==> src/rtl/fetch_pkg.sv <==
`default_nettype none
// ============================================================================
//  Module      : fetch_pkg
//  Description : Shared types and constants for the instruction fetch unit:
//                reset PC default, NOP encoding, response FIFO depth, the
//                FIFO entry layout and the fetch FSM state encoding.
//  Revision    : 1.0 - initial release
// ============================================================================
package fetch_pkg;

  localparam logic [31:0] c_reset_pc   = 32'h0000_0000;
  localparam logic [31:0] c_nop_instr  = 32'h0000_0013;
  localparam int unsigned c_fifo_depth = 3;

  // One buffered fetch response: byte address plus instruction word.
  typedef struct packed {
    logic [31:0] pc;
    logic [31:0] instr;
  } fetch_entry_t;

  // Fetch FSM: BOOT while held in reset, RUN once released.
  typedef enum logic [0:0] {
    ST_BOOT = 1'b0,
    ST_RUN  = 1'b1
  } fetch_state_t;

  // Circular pointer increment for the non-power-of-two FIFO depth.
  function automatic logic [1:0] ptr_inc(input logic [1:0] ptr);
    return (ptr == 2'(c_fifo_depth - 1)) ? 2'd0 : ptr + 2'd1;
  endfunction

endpackage
`default_nettype wire

==> src/rtl/fetch_fifo.sv <==
`default_nettype none
// ============================================================================
//  Module      : fetch_fifo
//  Description : Three-entry response buffer of {pc, instr}. Head is visible
//                combinationally; flush empties it in one edge.
//  Revision    : 1.0 - initial release
// ============================================================================
module fetch_fifo
  import fetch_pkg::*;
(
  input  logic         clk,
  input  logic         rstn,
  input  logic         i_push,
  input  logic         i_pop,
  input  logic         i_flush,
  input  fetch_entry_t i_data,
  output fetch_entry_t o_head,
  output logic [1:0]   o_count
);

  localparam logic [1:0] c_full = 2'(c_fifo_depth);

  fetch_entry_t r_mem [c_fifo_depth];
  logic [1:0]   r_rd_ptr;
  logic [1:0]   r_wr_ptr;
  logic [1:0]   r_count;

  assign o_head  = r_mem[r_rd_ptr];
  assign o_count = r_count;

  // Entry storage: written on push, no reset needed since count gates use.
  always_ff @(posedge clk) begin
    if (i_push && !i_flush) begin
      r_mem[r_wr_ptr] <= i_data;
    end
  end

  // Pointer and occupancy tracking; flush and reset both empty the buffer.
  always_ff @(posedge clk) begin
    if (!rstn || i_flush) begin
      r_rd_ptr <= 2'd0;
      r_wr_ptr <= 2'd0;
      r_count  <= 2'd0;
    end else begin
      if (i_push) begin
        r_wr_ptr <= ptr_inc(r_wr_ptr);
      end
      if (i_pop) begin
        r_rd_ptr <= ptr_inc(r_rd_ptr);
      end
      case ({i_push, i_pop})
        2'b10:   r_count <= r_count + 2'd1;
        2'b01:   r_count <= r_count - 2'd1;
        default: r_count <= r_count;
      endcase
    end
  end

  // The issue throttle guarantees a push never lands on a full buffer.
  always_ff @(posedge clk) begin
    if (rstn && !i_flush) begin
      assert (!(i_push && !i_pop && (r_count == c_full)));
    end
  end

endmodule
`default_nettype wire

==> src/rtl/instr_fetch.sv <==
`default_nettype none
// ============================================================================
//  Module      : instr_fetch
//  Description : Instruction fetch front end. Issues reads to a one-cycle
//                synchronous instruction RAM, buffers responses in a 3-entry
//                FIFO and presents them to the decoder with valid/ready.
//                Redirect flushes the buffer and restarts at a new address.
//  Revision    : 1.0 - initial release
// ============================================================================
module instr_fetch
  import fetch_pkg::*;
#(
  parameter logic [31:0] RESET_PC    = c_reset_pc,
  parameter int          IMEM_ADDR_W = 12
) (
  input  logic                   clk,
  input  logic                   rstn,
  output logic                   imem_en,
  output logic [IMEM_ADDR_W-1:0] imem_addr,
  input  logic [31:0]            imem_rdata,
  output logic [31:0]            instr_raw,
  output logic [31:0]            instr_pc,
  output logic                   instr_valid,
  input  logic                   instr_ready,
  input  logic                   redirect,
  input  logic [31:0]            redirect_pc
);

  fetch_state_t r_state;
  logic [31:0]  r_fetch_pc;
  logic [31:0]  r_inflight_pc;
  logic         r_inflight;
  logic         r_stale;

  logic [1:0]   w_count;
  logic [2:0]   w_outstanding;
  logic         w_run;
  logic         w_redirect;
  logic         w_issue;
  logic         w_push;
  logic         w_pop;
  logic [31:0]  w_redirect_pc;
  fetch_entry_t w_head;
  fetch_entry_t w_push_entry;

  // Everything is quiet while reset is held, even before the edge lands.
  assign w_run         = rstn && (r_state == ST_RUN);
  assign w_redirect    = w_run && redirect;
  assign w_redirect_pc = redirect_pc & 32'hFFFF_FFFC;

  // Buffered plus outstanding reads may never exceed the buffer depth.
  assign w_outstanding = {1'b0, w_count} + {2'b00, r_inflight};
  assign w_issue       = w_run && !redirect && (w_outstanding < 3'(c_fifo_depth));

  // A response arriving in a redirect cycle, or marked stale, is dropped.
  assign w_push        = r_inflight && !r_stale && !w_redirect;
  assign w_pop         = instr_valid && instr_ready;

  assign w_push_entry.pc    = r_inflight_pc;
  assign w_push_entry.instr = imem_rdata;

  assign imem_en     = w_issue;
  assign imem_addr   = r_fetch_pc[IMEM_ADDR_W+1:2];
  assign instr_valid = w_run && (w_count != 2'd0);
  assign instr_raw   = instr_valid ? w_head.instr : c_nop_instr;
  assign instr_pc    = instr_valid ? w_head.pc    : RESET_PC;

  fetch_fifo u_fifo (
    .clk     (clk),
    .rstn    (rstn),
    .i_push  (w_push),
    .i_pop   (w_pop),
    .i_flush (w_redirect),
    .i_data  (w_push_entry),
    .o_head  (w_head),
    .o_count (w_count)
  );

  // FSM, fetch PC and in-flight tracking for the single outstanding read.
  always_ff @(posedge clk) begin
    if (!rstn) begin
      r_state       <= ST_BOOT;
      r_fetch_pc    <= RESET_PC;
      r_inflight_pc <= RESET_PC;
      r_inflight    <= 1'b0;
      r_stale       <= 1'b0;
    end else begin
      r_state    <= ST_RUN;
      // RAM latency is one cycle, so the response always follows the issue.
      r_inflight <= w_issue;
      if (w_issue) begin
        r_inflight_pc <= r_fetch_pc;
      end
      // Stale stays set after a redirect until a fresh read is issued.
      if (w_issue) begin
        r_stale <= 1'b0;
      end else if (w_redirect) begin
        r_stale <= 1'b1;
      end
      // Redirect overrides sequential advance; +4 wraps naturally at 2^32.
      if (w_redirect) begin
        r_fetch_pc <= w_redirect_pc;
      end else if (w_issue) begin
        r_fetch_pc <= r_fetch_pc + 32'd4;
      end
    end
  end

endmodule
`default_nettype wire

==> config.mk <==
export PLATFORM = sky130hd
export DESIGN_NAME = instr_fetch
export DESIGN_NICKNAME = d
export VERILOG_FILES = /design/src/rtl/fetch_pkg.sv /design/src/rtl/fetch_fifo.sv /design/src/rtl/instr_fetch.sv
export SDC_FILE = /design/constraint.sdc
export NUM_CORES = 1
export LEC_CHECK = 0
export ABC_AREA = 1
export CAP_MARGIN = 25
export CORE_MARGIN = 1.5
export CORE_UTILIZATION = 49
export DETAILED_ROUTE_END_ITERATION = 16
export GPL_ROUTABILITY_DRIVEN = 0
export PLACE_DENSITY = 0.76
export SLEW_MARGIN = 20
export SYNTH_ARGS = -nofsm -noshare
export SYNTH_HDL_FRONTEND = slang
export SYNTH_SLANG_ARGS = --single-unit
==> constraint.sdc <==
create_clock -name clk -period 5.3 [get_ports clk]
set_input_delay 0.53 -clock clk [delete_from_list [all_inputs] [get_ports clk]]
set_output_delay 0.53 -clock clk [all_outputs]
set_load 0.03 [all_outputs]
==> results.sh, run 1 <==
export IMPL_cts_hold_buf=0
export IMPL_fin_util_pct=61.31
export IMPL_outcome="finished clean"
export IMPL_setup_tns_ps=0
export IMPL_synth_cells=1024
export IMPL_post_cts_buffers=0
export IMPL_grt_first_pass_wirelength_um=36420
export IMPL_startpoint="rstn"
export IMPL_drv_cap=0
export IMPL_num_rows=53
export IMPL_grt_pass1_vias=7194
export IMPL_hold_ws_ps=474.1
export IMPL_wl_um=23020
export IMPL_yosysUniqueCellTypes=28
export IMPL_cp_cell_sequence="clkdlybuf4s50_1 -> nand2_1 -> nor2_4 -> buf_4 -> o21ai_0 -> a31oi_1 -> clkdlybuf4s50_1"
export IMPL_drt_pass1_iterations=5
export IMPL_yosysWarnings=0
export IMPL_dp_hpwl_um=14090
export IMPL_rsz0062_at_grt="false"
export IMPL_dp_cells=1382
export IMPL_post_drt_wl_per_cell_um=16.12
export IMPL_port_buffers=141
export IMPL_cp_start_kind="input pin"
export IMPL_seq_area_frac_synth_pct=66.68
export IMPL_crit_arrival_ps=3350
export IMPL_slowest_delay_ps=750
export IMPL_overflow=0
export IMPL_fmax_ghz=0.2578
export IMPL_diodes=0
export IMPL_worstMarginPinSlew_ps=938.7
export IMPL_design_portCount=146
export IMPL_clk_pin_slew_worst_paths_ps=60
export IMPL_cp_common_cell="clkdlybuf4s50_1"
export IMPL_clockBufferDepth=3
export IMPL_clk_latency_ps=510
export IMPL_die_h_um=149.4
export IMPL_cp_top_family="buffers and inverters"
export IMPL_leakage_uw=0.004304
export IMPL_drt_iter0_drc=572
export IMPL_cts_sinks=257
export IMPL_coreArea_mm2=0.02102
export IMPL_num_vias=7619
export IMPL_hold_viol=0
export IMPL_r2r_start="u_fifo.o_count[0]"
export IMPL_setup_viol=0
export IMPL_cts_htree_levels=1
export IMPL_syn2layout_area_growth_pct=22.65
export IMPL_ir_drop_mv=0.1893
export IMPL_die_area_mm2=0.02233
export IMPL_drive_above_1_share_pct=5.117
export IMPL_cts_buffers=25
export IMPL_crit_fanout=39
export IMPL_grt_max_degree=82
export IMPL_layoutNonFillerInstCount=1428
export IMPL_min_from="r_inflight_pc[28]"
export IMPL_report_final_slew_viol_count=0
export IMPL_track_usage_pct=20.73
export IMPL_clock_skew_ps=9.828
export IMPL_drcViolationCount=0
export IMPL_cp_slowest_cell="nor2_4"
export IMPL_antenna_found_initial=0
export IMPL_hp_class="flip-flop to flip-flop"
export IMPL_synth_avg_cell_area_um2=10.26
export IMPL_worst_path_buf_inv=3
export IMPL_cp_required_ps=4770
export IMPL_postRouteAntennaNets=0
export IMPL_die_w_um=149.4
export IMPL_p_per_area_mw_per_mm2=315.7
export IMPL_fin_crit_sh_pct=73.20
export IMPL_cts_tree="done"
export IMPL_path_class="input pin to output pin"
export IMPL_cts_root_buf="clkbuf_16"
export IMPL_synth_seq_cells=257
export IMPL_endpoint_kind="output pin"
export IMPL_synth_area_mm2=0.01051
export IMPL_finalNetCount=1207
export IMPL_min_period_ps=3879
export IMPL_relSlewSlack_pct=37.27
export IMPL_drt_vias_per_instance=5.335
export IMPL_initial_core_util_pct=49.99
export IMPL_cts_resized=0
## metal layers
metal  vias up  share of wire (%)  GRT usage, %
li1       3787                  -             -
met1      3569                 44         27.48
met2       234                 48         35.97
met3        29                6.5         3.171
met4         0                1.5         4.703
met5         -                  0             0
## final timing paths
kind                          to  slack, ps  cells past startpoint
min reg2reg  u_fifo.r_mem[2][60]        470                      0
max                 instr_pc[14]       1420                      7
max reg2reg        r_fetch_pc[6]       2620                      8
min          u_fifo.r_mem[2][60]        470                      0
## where the power goes
part / total (uW) / internal [uW] / switching (uW)
Sequential: 2200 / 2180 / 23.2
Combinational: 198 / 84.6 / 113
Clock: 1670 / 972 / 695
Total: 4070 / 3240 / 831
## layout make-up
class                      instances  area (um2)
sequential                       257        7008
clock buffer                      36       706.9
fill                            1674        8134
inverter                          48       181.4
tap                              275       344.1
timing repair buffer             153        1551
multi-input combinational        650        3025
clock inverter                     9       70.07
## sequential cells by signal, indices dropped and copies added, names as in the netlist, named ones only
register / count
r_inflight: 1
r_inflight_pc: 30
u_fifo.r_mem: 186
u_fifo.o_count: 2
r_stale: 1
r_fetch_pc: 30
u_fifo.r_rd_ptr: 2
u_fifo.r_wr_ptr: 2
r_state: 1
## logic make-up (layout without fill, tap and decap cells)
| kind of cell | Yosys count | after routing | synth area share (%) |
|---|---|---|---|
| xor gates and xnor gates | 2 | 2 | 0.1667 |
| buffers and inverters | 118 | 246 | 4.930 |
| AOI/OAI and AO/OA | 204 | 204 | 10.97 |
| other | 1 | 2 | 0.03569 |
| DFF | 257 | 257 | 66.68 |
| and+or+nand+nor | 438 | 438 | 16.74 |
| adders and majority gates | 4 | 4 | 0.4763 |
## placed cells by master (no fill, tap or decap), types with 25 or more instances in the layout
master             n
edfxtp_1         186
nand2_1          264
clkbuf_16         25
nand3_1           64
dfxtp_1           70
a21oi_1           34
a31oi_1           67
clkdlybuf4s50_1  141
nor2_1            92
o21ai_0           87
inv_1             45
## through the flow
step	total power, uW	setup slack, ps	instance area, um2
finish	4069	1421	12890
global route	4199	1276	12890
CTS	4095	1354	12870
detailed placement	2445	1369	12090
global placement	2440	1460	12090
floorplan	2347	1061	10520
## cells in the mapped netlist
cell / number / share of area [%]
xor2_1: 2 / 0.17
ha_1: 4 / 0.48
conb_1: 1 / 0.036
buf_1: 6 / 0.21
inv_1: 45 / 1.6
nand3_1: 65 / 3.1
o2111a_1: 1 / 0.11
nand2_2: 2 / 0.12
a31oi_1: 67 / 4.0
and2_1: 1 / 0.060
nor3_1: 3 / 0.14
or3_1: 1 / 0.060
o311ai_0: 3 / 0.25
nand4_1: 5 / 0.30
buf_4: 15 / 1.1
a21oi_1: 34 / 1.6
nor2_1: 95 / 3.4
o211ai_1: 7 / 0.50
nor3b_1: 2 / 0.14
buf_2: 9 / 0.43
clkbuf_1: 39 / 1.4
edfxtp_1: 186 / 53
a211oi_1: 5 / 0.36
buf_6: 1 / 0.11
o21ai_0: 87 / 4.1
dfxtp_1: 71 / 14
nand2_1: 264 / 9.4
inv_2: 3 / 0.11
Note: power is estimated with default switching activity, not from simulation.
==> inputs of run 2 (changes only) <==
--- a/config.mk
+++ b/config.mk
@@ -8,10 +8,10 @@
 export ABC_AREA = 1
 export CAP_MARGIN = 25
 export CORE_MARGIN = 1.5
-export CORE_UTILIZATION = 49
+export CORE_UTILIZATION = 55
 export DETAILED_ROUTE_END_ITERATION = 16
 export GPL_ROUTABILITY_DRIVEN = 0
-export PLACE_DENSITY = 0.76
+export PLACE_DENSITY = 0.8
 export SLEW_MARGIN = 20
 export SYNTH_ARGS = -nofsm -noshare
 export SYNTH_HDL_FRONTEND = slang
==> constraint.sdc (replaced) <==
create_clock -name clk -period 3.7 [get_ports clk]
set_input_delay 0.37 -clock clk [delete_from_list [all_inputs] [get_ports clk]]
set_output_delay 0.37 -clock clk [all_outputs]
set_load 0.03 [all_outputs]
==> run 2 against run 1 <==
Against the previous run: first-iteration DRC count increased by 3.5%; sequential cell count unchanged; die area shrank 11%; global-route usage up 3.0 points; setup slack got worse by 950 ps; highest routed layer unchanged.
==> results.sh, run 2 (synthesis gave the netlist of run 1 again) <==
export IMPL_place_ws_ps=758.2
export IMPL_wl_um=23320
export IMPL_endpoint_kind="output pin"
export IMPL_final_common_cell="nand2_1"
export IMPL_worstMarginPinSlew_ps=826.1
export IMPL_fin_util_pct=69.60
export IMPL_syn2layout_area_growth_pct=23.90
export IMPL_path_class="flip-flop to output pin"
export IMPL_drt_vias_per_instance=5.569
export IMPL_design_portCount=146
export IMPL_fmax_ghz=0.3095
export IMPL_cp_slowest_cell="clkdlybuf4s50_1"
export IMPL_post_drt_wl_per_cell_um=16.73
export IMPL_antenna_found_initial=0
export IMPL_fin_crit_sh_pct=87.34
export IMPL_die_h_um=141.2
export IMPL_hold_viol=0
export IMPL_largestRegisters="u_fifo.r_mem: 186 flops, r_fetch_pc: 30 flops, r_inflight_pc: 30 flops"
export IMPL_finalNetCount=1212
export IMPL_cts_resized=0
export IMPL_outcome="finished clean"
export IMPL_setup_tns_ps=0
export IMPL_cp_start_kind="flip-flop"
export IMPL_num_rows=50
export IMPL_fin_ws_ps=468.5
export IMPL_drcViolationCount=0
export IMPL_clk_latency_ps=510
export IMPL_die_w_um=141.2
export IMPL_p_per_area_mw_per_mm2=462.0
export IMPL_cts_tree="done"
export IMPL_post_cts_buffers=0
export IMPL_clk_pin_slew_worst_paths_ps=60
export IMPL_drive_above_1_share_pct=10.17
export IMPL_ir_drop_mv=0.2709
export IMPL_num_vias=7763
export IMPL_coreArea_mm2=0.01871
export IMPL_initial_core_util_pct=56.17
export IMPL_die_area_mm2=0.01994
export IMPL_largest_reg_flops=186
export IMPL_crit_fanout=53
export IMPL_track_usage_pct=23.69
export IMPL_cp_cell_sequence="buf_4 -> nor2_1 -> o311ai_0 -> clkdlybuf4s50_1"
export IMPL_p_total_uw=6015
export IMPL_rsz0062_at_grt="false"
export IMPL_cts_root_buf="clkbuf_16"
export IMPL_top_register="u_fifo.r_mem"
export IMPL_layout_common_cells="264 x nand2_1, 186 x edfxtp_1, 92 x nor2_1"
export IMPL_clock_skew_ps=13.29
export IMPL_cts_htree_levels=1
export IMPL_grt_first_pass_wirelength_um=37410
export IMPL_drv_cap=0
export IMPL_setup_viol=0
export IMPL_hp_class="input pin to flip-flop"
export IMPL_overflow=0
export IMPL_diodes=0
export IMPL_report_final_slew_viol_count=0
export IMPL_cp_top_family="buffers and inverters"
export IMPL_drt_iter0_drc=592
export IMPL_crit_arrival_ps=2860
export IMPL_grt_pass1_vias=7511
export IMPL_cts_buffers=26
export IMPL_leakage_uw=0.004519
export IMPL_place_area_mm2=0.01217
export IMPL_drt_pass1_iterations=7
export IMPL_cp_required_ps=3330
export IMPL_relSlewSlack_pct=44.86
export IMPL_dp_hpwl_um=15070
export IMPL_slowest_delay_ps=760
export IMPL_postRouteAntennaNets=0
export IMPL_fin_area_mm2=0.01302
export IMPL_cts_sinks=257
export IMPL_port_buffers=141
export IMPL_clockBufferDepth=3
export IMPL_worst_path_buf_inv=2
export IMPL_cts_hold_buf=0
export IMPL_min_period_ps=3232
export IMPL_grt_max_degree=65
[run 2: path summary, 6_finish.rpt]
kind	cells past startpoint	end	slack, ps	startpoint
hold reg to reg	0	u_fifo.r_mem[0][56]	470	r_inflight_pc[24]
setup reg to reg	9	r_fetch_pc[6]	1220	u_fifo.o_count[0]
setup / recovery	4	instr_raw[1]	470	flip-flop
hold / removal	3	r_fetch_pc[10]	440	redirect_pc[10]
[run 2: final cells by class]
class	instances	area [um2]
timing repair buffer	157	1664
clock buffer	43	775.7
clock inverter	5	72.57
sequential	257	7008
tap	234	292.8
inverter	48	180.2
multi-input combinational	650	3025
fill	1304	5687
[run 2: layer usage]
layer,global-route usage [%],up-vias,share of wire [%]
met5,0,-,0
met4,7.621,0,2.4
met3,3.635,43,7.5
met2,39.71,324,48
met1,31.94,3606,42
li1,-,3790,-
[run 2: where the power goes]
part	switching, uW	internal, uW	total, uW
sequential	35.3	3130	3160
clock	1000	1560	2560
combinational	164	125	289
[run 2: worst register-to-register path: cells and delay by family (launching register included)]
kind / cells / cell delay (ps)
buffers and inverters: 2 / 530
flip-flops: 1 / 350
adder cells (fa/ha/maj): 2 / 470
AO/OA/AOI/OAI: 2 / 300
AND/OR/NAND/NOR: 3 / 760
[run 2: through the flow]
stage	hold slack (ps)	cells
2_1_floorplan	397.7	1025
3_3_place_gp	453.2	1346
3_5_place_dp	456.1	1346
4_1_cts	434.0	1394
5_1_grt	453.8	1394
6_report	441.9	1394
